===== src/rtl/sweep_sched_pkg.sv =====
// Shared widths, FSM encoding and config helpers for the LO sweep sequencer.
package sweep_sched_pkg;

  localparam int FTW_W     = 32;
  localparam int NPTS_W    = 10;
  localparam int MAG_W     = 20;
  localparam int PH_W      = 21;
  localparam int NCH       = 4;
  localparam int AVG_MAX   = 7;
  localparam int MAG_ACC_W = MAG_W + AVG_MAX;
  localparam int PH_ACC_W  = PH_W + AVG_MAX;

  typedef enum logic [2:0] {
    ST_IDLE   = 3'd0,
    ST_SETTLE = 3'd1,
    ST_ACCUM  = 3'd2,
    ST_EMIT   = 3'd3,
    ST_DONE   = 3'd4
  } state_t;

  function automatic logic [2:0] clamp_avg(input logic [2:0] a);
    if (a > 3'(AVG_MAX)) begin
      return 3'(AVG_MAX);
    end else begin
      return a;
    end
  endfunction

endpackage


===== src/rtl/sweep_sched_phase_wrap_acc.sv =====
// Per-channel phase averager: averages offsets from the first phase so a +/-pi straddle
// does not cancel out.
module sweep_sched_phase_wrap_acc
  import sweep_sched_pkg::*;
(
  input  logic            clk,
  input  logic            reset,
  input  logic            clr,
  input  logic            en,
  input  logic            first,
  input  logic [2:0]      avg,
  input  logic [PH_W-1:0] ph_in,
  output logic [PH_W-1:0] ph_res
);

  logic [PH_W-1:0]            ph0_q, ph0_d;
  logic signed [PH_ACC_W-1:0] sum_q, sum_d;
  logic [PH_W-1:0]            diff_s;
  logic [PH_W-1:0]            base_s;
  logic signed [PH_ACC_W-1:0] sum_nxt_s;
  logic signed [PH_ACC_W-1:0] sum_shr_s;

  // Wrapped difference to the reference phase, running sum and the averaged result
  always_comb begin
    base_s    = first ? ph_in : ph0_q;
    diff_s    = first ? {PH_W{1'b0}} : PH_W'(ph_in - ph0_q);
    sum_nxt_s = (first ? {PH_ACC_W{1'b0}} : sum_q) + {{AVG_MAX{diff_s[PH_W-1]}}, diff_s};
    sum_shr_s = sum_nxt_s >>> avg;
    ph_res    = PH_W'({{AVG_MAX{1'b0}}, base_s} + sum_shr_s);
    if (en) begin
      sum_d = sum_nxt_s;
      ph0_d = base_s;
    end else begin
      sum_d = sum_q;
      ph0_d = ph0_q;
    end
  end

  // Reference phase and sum registers; clr is the abort path
  always_ff @(posedge clk or negedge reset) begin
    if (!reset) begin
      ph0_q <= {PH_W{1'b0}};
      sum_q <= {PH_ACC_W{1'b0}};
    end else if (clr) begin
      ph0_q <= {PH_W{1'b0}};
      sum_q <= {PH_ACC_W{1'b0}};
    end else begin
      ph0_q <= ph0_d;
      sum_q <= sum_d;
    end
  end

endmodule


===== src/rtl/sweep_sched.sv =====
// LO sweep sequencer: steps the DDS word, discards settling frames, averages 2^k frames
// per point and emits one result per point on a valid/ready handshake.
module sweep_sched
  import sweep_sched_pkg::*;
(
  input  logic                  clk,
  input  logic                  reset,
  input  logic                  start,
  input  logic                  abort,
  input  logic [FTW_W-1:0]      ftw_start,
  input  logic [FTW_W-1:0]      ftw_step,
  input  logic [NPTS_W-1:0]     n_points,
  input  logic [7:0]            settle_frms,
  input  logic [2:0]            avg_log2,
  output logic [FTW_W-1:0]      dds_ftw,
  input  logic                  frm_stb,
  input  logic [NCH*MAG_W-1:0]  mag_in,
  input  logic [NCH*PH_W-1:0]   ph_in,
  output logic                  busy,
  output logic                  done,
  output logic                  o_valid,
  input  logic                  o_ready,
  output logic [NPTS_W-1:0]     o_idx,
  output logic [FTW_W-1:0]      o_ftw,
  output logic [NCH*MAG_W-1:0]  o_mag,
  output logic [NCH*PH_W-1:0]   o_ph
);

  state_t                 state_q, state_d;
  logic [NPTS_W-1:0]      n_pts_q, n_pts_d, idx_q, idx_d, o_idx_q, o_idx_d;
  logic [7:0]             settle_q, settle_d, cnt_q, cnt_d;
  logic [2:0]             avg_q, avg_d;
  logic [FTW_W-1:0]       dds_ftw_q, dds_ftw_d, o_ftw_q, o_ftw_d;
  logic [MAG_ACC_W-1:0]   mag_acc_q [NCH];
  logic [MAG_ACC_W-1:0]   mag_acc_d [NCH];
  logic [MAG_ACC_W-1:0]   mag_sum_s [NCH];
  logic [NCH*MAG_W-1:0]   o_mag_q, o_mag_d;
  logic [NCH*PH_W-1:0]    o_ph_q, o_ph_d, ph_res_s;
  logic                   o_valid_q, o_valid_d, busy_q, busy_d, done_q, done_d;
  logic                   first_s, last_s, ph_en_s;
  logic [7:0]             avg_len_s;

  // Frame position within the averaging window and per-channel magnitude sums
  always_comb begin
    avg_len_s = 8'd1 << avg_q;
    first_s   = (cnt_q == 8'd0);
    last_s    = (cnt_q == avg_len_s - 8'd1);
    ph_en_s   = frm_stb && (state_q == ST_ACCUM) && !abort;
    for (int c = 0; c < NCH; c++) begin
      mag_sum_s[c] = (first_s ? {MAG_ACC_W{1'b0}} : mag_acc_q[c])
                   + MAG_ACC_W'(mag_in[c*MAG_W +: MAG_W]);
    end
  end

  for (genvar g = 0; g < NCH; g++) begin : g_ph
    sweep_sched_phase_wrap_acc u_ph (
      .clk    (clk),
      .reset  (reset),
      .clr    (abort),
      .en     (ph_en_s),
      .first  (first_s),
      .avg    (avg_q),
      .ph_in  (ph_in[g*PH_W +: PH_W]),
      .ph_res (ph_res_s[g*PH_W +: PH_W])
    );
  end

  // Next-state and datapath; abort clears everything except the LO word
  always_comb begin
    state_d   = state_q;
    n_pts_d   = n_pts_q;
    settle_d  = settle_q;
    avg_d     = avg_q;
    idx_d     = idx_q;
    cnt_d     = cnt_q;
    dds_ftw_d = dds_ftw_q;
    o_idx_d   = o_idx_q;
    o_ftw_d   = o_ftw_q;
    o_mag_d   = o_mag_q;
    o_ph_d    = o_ph_q;
    o_valid_d = o_valid_q;
    done_d    = 1'b0;
    for (int c = 0; c < NCH; c++) begin
      mag_acc_d[c] = mag_acc_q[c];
    end
    if (abort) begin
      state_d   = ST_IDLE;
      n_pts_d   = {NPTS_W{1'b0}};
      settle_d  = 8'd0;
      avg_d     = 3'd0;
      idx_d     = {NPTS_W{1'b0}};
      cnt_d     = 8'd0;
      o_idx_d   = {NPTS_W{1'b0}};
      o_ftw_d   = {FTW_W{1'b0}};
      o_mag_d   = {(NCH*MAG_W){1'b0}};
      o_ph_d    = {(NCH*PH_W){1'b0}};
      o_valid_d = 1'b0;
      for (int c = 0; c < NCH; c++) begin
        mag_acc_d[c] = {MAG_ACC_W{1'b0}};
      end
    end else begin
      case (state_q)
        ST_IDLE: begin
          if (start) begin
            n_pts_d   = n_points;
            settle_d  = settle_frms;
            avg_d     = clamp_avg(avg_log2);
            dds_ftw_d = ftw_start;
            idx_d     = {NPTS_W{1'b0}};
            cnt_d     = 8'd0;
            if (n_points == {NPTS_W{1'b0}}) begin
              state_d = ST_DONE;
            end else if (settle_frms == 8'd0) begin
              state_d = ST_ACCUM;
            end else begin
              state_d = ST_SETTLE;
            end
          end else begin
            state_d = ST_IDLE;
          end
        end
        ST_SETTLE: begin
          if (frm_stb) begin
            if (cnt_q == settle_q - 8'd1) begin
              cnt_d   = 8'd0;
              state_d = ST_ACCUM;
            end else begin
              cnt_d = cnt_q + 8'd1;
            end
          end else begin
            cnt_d = cnt_q;
          end
        end
        ST_ACCUM: begin
          if (frm_stb) begin
            for (int c = 0; c < NCH; c++) begin
              mag_acc_d[c] = mag_sum_s[c];
            end
            if (last_s) begin
              for (int c = 0; c < NCH; c++) begin
                o_mag_d[c*MAG_W +: MAG_W] = MAG_W'(mag_sum_s[c] >> avg_q);
              end
              o_ph_d    = ph_res_s;
              o_idx_d   = idx_q;
              o_ftw_d   = dds_ftw_q;
              o_valid_d = 1'b1;
              cnt_d     = 8'd0;
              state_d   = ST_EMIT;
            end else begin
              cnt_d = cnt_q + 8'd1;
            end
          end else begin
            cnt_d = cnt_q;
          end
        end
        ST_EMIT: begin
          if (o_ready) begin
            o_valid_d = 1'b0;
            cnt_d     = 8'd0;
            if (idx_q == n_pts_q - NPTS_W'(1)) begin
              state_d = ST_DONE;
            end else begin
              idx_d     = idx_q + NPTS_W'(1);
              dds_ftw_d = dds_ftw_q + ftw_step;
              state_d   = (settle_q == 8'd0) ? ST_ACCUM : ST_SETTLE;
            end
          end else begin
            state_d = ST_EMIT;
          end
        end
        ST_DONE: begin
          done_d  = 1'b1;
          state_d = ST_IDLE;
        end
        default: begin
          state_d = ST_IDLE;
        end
      endcase
    end
    busy_d = (state_d != ST_IDLE);
  end

  // State, configuration, accumulator and output registers
  always_ff @(posedge clk or negedge reset) begin
    if (!reset) begin
      state_q   <= ST_IDLE;
      n_pts_q   <= {NPTS_W{1'b0}};
      settle_q  <= 8'd0;
      avg_q     <= 3'd0;
      idx_q     <= {NPTS_W{1'b0}};
      cnt_q     <= 8'd0;
      dds_ftw_q <= {FTW_W{1'b0}};
      o_idx_q   <= {NPTS_W{1'b0}};
      o_ftw_q   <= {FTW_W{1'b0}};
      o_mag_q   <= {(NCH*MAG_W){1'b0}};
      o_ph_q    <= {(NCH*PH_W){1'b0}};
      o_valid_q <= 1'b0;
      busy_q    <= 1'b0;
      done_q    <= 1'b0;
      for (int c = 0; c < NCH; c++) begin
        mag_acc_q[c] <= {MAG_ACC_W{1'b0}};
      end
    end else begin
      state_q   <= state_d;
      n_pts_q   <= n_pts_d;
      settle_q  <= settle_d;
      avg_q     <= avg_d;
      idx_q     <= idx_d;
      cnt_q     <= cnt_d;
      dds_ftw_q <= dds_ftw_d;
      o_idx_q   <= o_idx_d;
      o_ftw_q   <= o_ftw_d;
      o_mag_q   <= o_mag_d;
      o_ph_q    <= o_ph_d;
      o_valid_q <= o_valid_d;
      busy_q    <= busy_d;
      done_q    <= done_d;
      for (int c = 0; c < NCH; c++) begin
        mag_acc_q[c] <= mag_acc_d[c];
      end
    end
  end

  assign dds_ftw = dds_ftw_q;
  assign busy    = busy_q;
  assign done    = done_q;
  assign o_valid = o_valid_q;
  assign o_idx   = o_idx_q;
  assign o_ftw   = o_ftw_q;
  assign o_mag   = o_mag_q;
  assign o_ph    = o_ph_q;

endmodule

===== config.mk =====
export PLATFORM = sky130hd
export DESIGN_NAME = sweep_sched
export DESIGN_NICKNAME = d
export VERILOG_FILES = /design/src/rtl/sweep_sched_pkg.sv /design/src/rtl/sweep_sched_phase_wrap_acc.sv /design/src/rtl/sweep_sched.sv
export SDC_FILE = /design/constraint.sdc
export NUM_CORES = 2
export LEC_CHECK = 0
export ABC_AREA = 1
export CAP_MARGIN = 20
export CORE_MARGIN = 2
export CORE_UTILIZATION = 40
export CTS_CLUSTER_SIZE = 40
export DETAILED_ROUTE_END_ITERATION = 12
export GPL_TIMING_DRIVEN = 0
export PLACE_DENSITY = 0.69
export SYNTH_ARGS = -nofsm -noshare
export SYNTH_HDL_FRONTEND = slang
export SYNTH_SLANG_ARGS = --single-unit

===== constraint.sdc =====
create_clock -name clk -period 11.7 [get_ports clk]
set_clock_uncertainty 0.2 [all_clocks]
set_input_delay 3.51 -clock clk [delete_from_list [all_inputs] [get_ports clk]]
set_output_delay 3.51 -clock clk [all_outputs]
set_load 0.05 [all_outputs]

Word-level counts from Yosys, hierarchy flattened
Index checks and enable logic that the tools add are counted.

$lt $le $gt $ge: 1. Reduce and logical (&&, ||, !) cells: 26. Shifts and indexed selects: 9. $add $sub $neg: 22. Bitwise operators: 1. Equality and inequality tests: 16. Mux-type cells: 97.

Operator list (count): $mux 21 (16); $mux 28 (12); $mux 84 (4); $mux 108 (3); $mux 80 (4); $mux 32 (7); $add 28x28->28 (4); $sshr 28x3->21 (4); $mux 10 (11); $add 27x20->27 (4); $mux 27 (4); $shr 27x3->20 (4); $add 21x21->21 (4); $sub 21x21->21 (4); $mux 8 (10); $pmux 32 s2 (1); $mux 3 (13); $add 32x32->32 (1); $pmux 8 s4 (1); $logic_not 8->1 (3); $pmux 10 s2 (1); $ne 3x3->1 const B (6); $eq 8x8->1 (2); $sub 8x1->8 const B (2); other kinds (26) (47).

Output and inout bits: 241. Flip-flop bits (word level): 587. Word-level logic and storage cells: 198.

Longest topological paths before layout
Depth in word-level cells: 9. Depth in mapped cells: 43.

Modules after synthesis
A second synthesis with hierarchy kept.

Cells, all modules: 8231. Area total of the unflattened synthesis: 54021.8 um2.

Modules (own cells, without submodules): sweep_sched (cells each 3903, seq. area each 9784.4 um2, area each 27112.3 um2, instances 1); sweep_sched_phase_wrap_acc (g_ph[0].u_ph ...) (cells each 1084, seq. area each 1226.2 um2, area each 6722.7 um2, instances 3); sweep_sched_phase_wrap_acc (g_ph[3].u_ph) (cells each 1076, seq. area each 1226.2 um2, area each 6741.5 um2, instances 1).

Least setup slack after synthesis
Ideal clock, no wire load.

Path type: input port to flip-flop. From: input port ph_in[0]. To: register o_ph_q[17], in the netlist o_ph[17]. Path buffers: 0. Arrival: 8405 ps. Data required time: 11377 ps. Path slack: 2972 ps. Stages: 36. Path through: inv_1 ha_1 fa_1 nor2_1 o21ai_0 nand2_1 nand3_1 nand2_1 nand4_1 o2111ai_1 o21ai_0 a21oi_1 ha_1 nand2_1 nor2_1 nor2_1 a21boi_0 xor2_1 o21ai_0 or2_2 o21ai_0 mux2i_1 ha_1 nand2_1 o21ai_0 a21oi_1 o21ai_0 inv_1 o21ai_0 inv_1 o21bai_1 nand3_1 nand2_1 a21oi_1 o21ai_0 nand2_1.

Cells in the longest elaborated chain, start to end: 9.

RTL lines: start, declared (line sweep_sched.sv:18) `input logic [NCH*PH_W-1:0] ph_in,`; $sub 21x21->21 (line sweep_sched_phase_wrap_acc.sv:26) `diff_s = first ? {PH_W{1'b0}} : PH_W'(ph_in - ph0_q);`; $mux 21 (line sweep_sched_phase_wrap_acc.sv:26); $add 28x28->28 (line sweep_sched_phase_wrap_acc.sv:27) `sum_nxt_s = (first ? {PH_ACC_W{1'b0}} : sum_q) + {{AVG_MAX{diff_s[PH_W-1]}}, diff_s};`; $sshr 28x3->21 (line sweep_sched_phase_wrap_acc.sv:28) `sum_shr_s = sum_nxt_s >>> avg;`; $add 21x21->21 (*) (line sweep_sched_phase_wrap_acc.sv:29) `ph_res = PH_W'({{AVG_MAX{1'b0}}, base_s} + sum_shr_s);`; $mux 84 (*) (line sweep_sched.sv:139) `if (last_s) begin`; $mux 84 (*) (line sweep_sched.sv:135) `if (frm_stb) begin`; $mux 84 (*) (line sweep_sched.sv:102) `case (state_q)`; $mux 84 (*) (line sweep_sched.sv:86) `if (abort) begin`; end signal, assigned (line sweep_sched.sv:196) `o_ph_q <= {(NCH*PH_W){1'b0}};`; end signal, assigned (line sweep_sched.sv:214) `o_ph_q <= o_ph_d;`; end, declared (line sweep_sched.sv:38) `logic [NCH*PH_W-1:0] o_ph_q, o_ph_d, ph_res_s;`.

Every way passes the cells marked *; elsewhere a longest branch is shown, timed or not. The select of a mux whose other input is x is not followed. A chain may end at the register's enable or synchronous reset.

Worst setup path in the final report
From: input port ph_in[42]. To: register o_ph_q[62], in the netlist o_ph[62].

The elaborated chain is that of the path after synthesis.

==> reports/metrics.csv <==
metric;value;unit
DRT iter0 DRCs;7611;
Worst EP required;12.15;ns
Syn Inst Count;7809;
count of different cell masters after synthesis;62;
commonest non-fill, non-tap cell in the layout;nand2_1;
DIE WIDTH;365;µm
GP Congestion;1.09;
Layout area overhead;21.1;%
Max-Cap Viols;0;
clock network latency to the later pin of the worst-skew pair;0.73;ns
pre-CTS WS;0.773;ns
utilization after layout;0.487;
largest net degree at the start of global routing;113;
slowest stage delay, CP;0.66;ns
dpl hpwl;221000;µm
most frequent cells in the layout;nand2_1, inv_1, o21ai_0;
CTS clk-pin slew, worst paths;0.06;ns
maximum clock path buffer count;3;
maximum fanout along the worst path;6;
post-cts sizing count;0;
CP Capture Type;flip-flop;
Pwr Density;113;mW/mm²
layout cell share with drive strength beyond 1;0.0404;
Post-layout nets;9114;
reg2reg end;o_ph[38];
first-pass GRT wire length;390000;µm
mapped cell area;0.0520;mm²
top-level port count;496;
Via Count;60700;
row count;132;
DR WL/cell;26.9;µm
CTS Hold Bufs;0;
post-synthesis async set-or-reset flop share;1.00;
unrepaired setup endpoints after global routing;false;
number of synthesized register bits;587;
Worst Min Path Start;o_mag[63];
htree depth;3;
Leak;29.6;nW
reg-to-reg slack, setup;1.60;ns
Final WS setup;1.24;ns
R2R depth;38;
EDFF count, synth;0;
Hold Path Depth;2;
CTS tree;built;
register area share after synthesis;0.282;
Setup Viol. Count Final;0;
number of global-route vias before repair;56500;
Reg2Reg Launch Point;cnt_q[0];
fmax;0.0956;GHz
root buffer cell;clkbuf_16;
min Tclk post-route;10.46;ns
core footprint;0.129;mm²
worst-margin pin slew;1.45;ns
postcts setup bufs;0;
Final Max Tran Viols;0;
die height;365;µm
WHS Endpoint;o_mag[63];
antenna violations before repair;37;
DRC;0;
IO Port Bufs;495;
Initial Utilization;0.402;
First-pass DRT Iterations;7;
routed wire length;276000;µm
Fin. Hold Viols;0;
GRT Total Usage;0.404;
grt ovf;0;
Tcrit/Tclk final;0.894;
Primary FF master, synth;dfrtp_1;
Setup crit start;ph_in[42];
peak supply drop;0.0925;mV
Setup CP Type;in -> reg;
syn avg cell area;6.66;µm²
status;complete, no violations;
critical path startpoint category;input pin;
Post-Syn Nets;8470;
Num CTS Buffers;80;
HP Class;reg -> reg;
relative max-transition margin;0.0321;
Pwr Total;0.00711;W
Post-DRT Antenna Nets;0;
CP arrival;10.91;ns
Vias/cell;5.90;
Die ar.;0.133;mm²
setup TNS;0;ns
# clock sinks;587;
Worst path slowest cell;o21ai_0;
Yosys warning total;0;
Crit path top cell by count;nand2_1;
[how the worst max path moves through the flow]
| stage | slack (ns) | cells past startpoint | endpoint |
|---|---|---|---|
| 6_report | 1.24 | 38 | o_ph[62] |
| 5_1_grt | 0.70 | 37 | o_ph[17] |
| 3_3_place_gp | -21.14 | 1 | mag_acc_q[5] |
| 3_5_place_dp | 0.77 | 38 | o_ph[38] |
| 4_1_cts | 1.48 | 38 | o_ph[38] |
| 2_1_floorplan | 2.97 | 36 | o_ph[17] |
[cell type report]
type                    count  area (µm²)
fillers                 13300       66300
multi-input cells        5986       32500
flip-flops and latches    587       14700
repair buffers            562        6070
inverters                 932        3500
clock buffers             112        2310
well taps                1742        2180
plain buffers             304        1280
clock inverters            34         354
diodes                     19        47.5
[cell families after synthesis]
kind of cell,Yosys count,share of synthesized area
flops,587,0.282
xor+xnor,262,0.0444
buf+inv,1236,0.0917
simple gates,3491,0.279
mux,28,0.00539
fa+ha+maj,406,0.100
compound gates,1799,0.197
[metrics by stage]
| step | std cells | hold slack, ns | cell area [µm²] |
|---|---|---|---|
| 6_report | 10300 | 0.278 | 63000 |
| 5_1_grt | 10300 | 0.303 | 62900 |
| 3_5_place_dp | 10100 | 0.264 | 60000 |
| 4_1_cts | 10200 | 0.280 | 62700 |
| 3_3_place_gp | 10000 | 0.265 | 59100 |
| 2_1_floorplan | 7809 | 0.226 | 52000 |
[worst max-delay path: cells and delay by family]
kind                       cells  cell delay [ns]
AOI/OAI and AO/OA              8             1.76
xor gates and xnor gates       2             0.64
adders and majority gates      4             1.40
buffers and inverters          4             0.77
and+or+nand+nor               20             2.81
[cell usage after synthesis, types with 54 or more instances]
library cell | n | area (µm²)
nand2_1 | 1898 | 7120
inv_1 | 923 | 3460
o21ai_0 | 732 | 3660
nand3_1 | 660 | 3300
nor2_1 | 659 | 2470
dfrtp_1 | 587 | 14700
a21oi_1 | 460 | 2300
ha_1 | 389 | 4870
o22ai_1 | 219 | 1370
clkbuf_1 | 210 | 788
xor2_1 | 162 | 1420
xnor2_1 | 99 | 867
nand4_1 | 92 | 576
nor3_1 | 83 | 415
o211ai_1 | 69 | 518
a21o_1 | 55 | 413
or2_2 | 54 | 338
[layer usage]
metal,vias up,part of all wire,GRT usage,routed length [µm]
met5,-,0.00067,0.00145,184
met3,842,0.12,0.110,32400
met2,3533,0.42,0.606,115000
li1,27500,-,-,-
met1,28800,0.39,0.512,108000
met4,24,0.073,0.257,20200
[power by group]
group          total (W)  internal [W]  switching [W]
Clock            0.00259       0.00151        0.00108
Sequential       0.00211       0.00206      0.0000471
Combinational    0.00241      0.000722        0.00169
Total            0.00711       0.00429        0.00282
[state kept, by name (all words and copies together), names as in the netlist, 10 cells and up]
signal	count
g_ph.u_ph.sum_q	112
mag_acc_q	108
g_ph.u_ph.ph0_q	84
o_ph	84
o_mag	80
dds_ftw	32
o_ftw	32
idx_q	10
n_pts_q	10
o_idx	10
No activity file was read; power rests on OpenSTA's default activity.
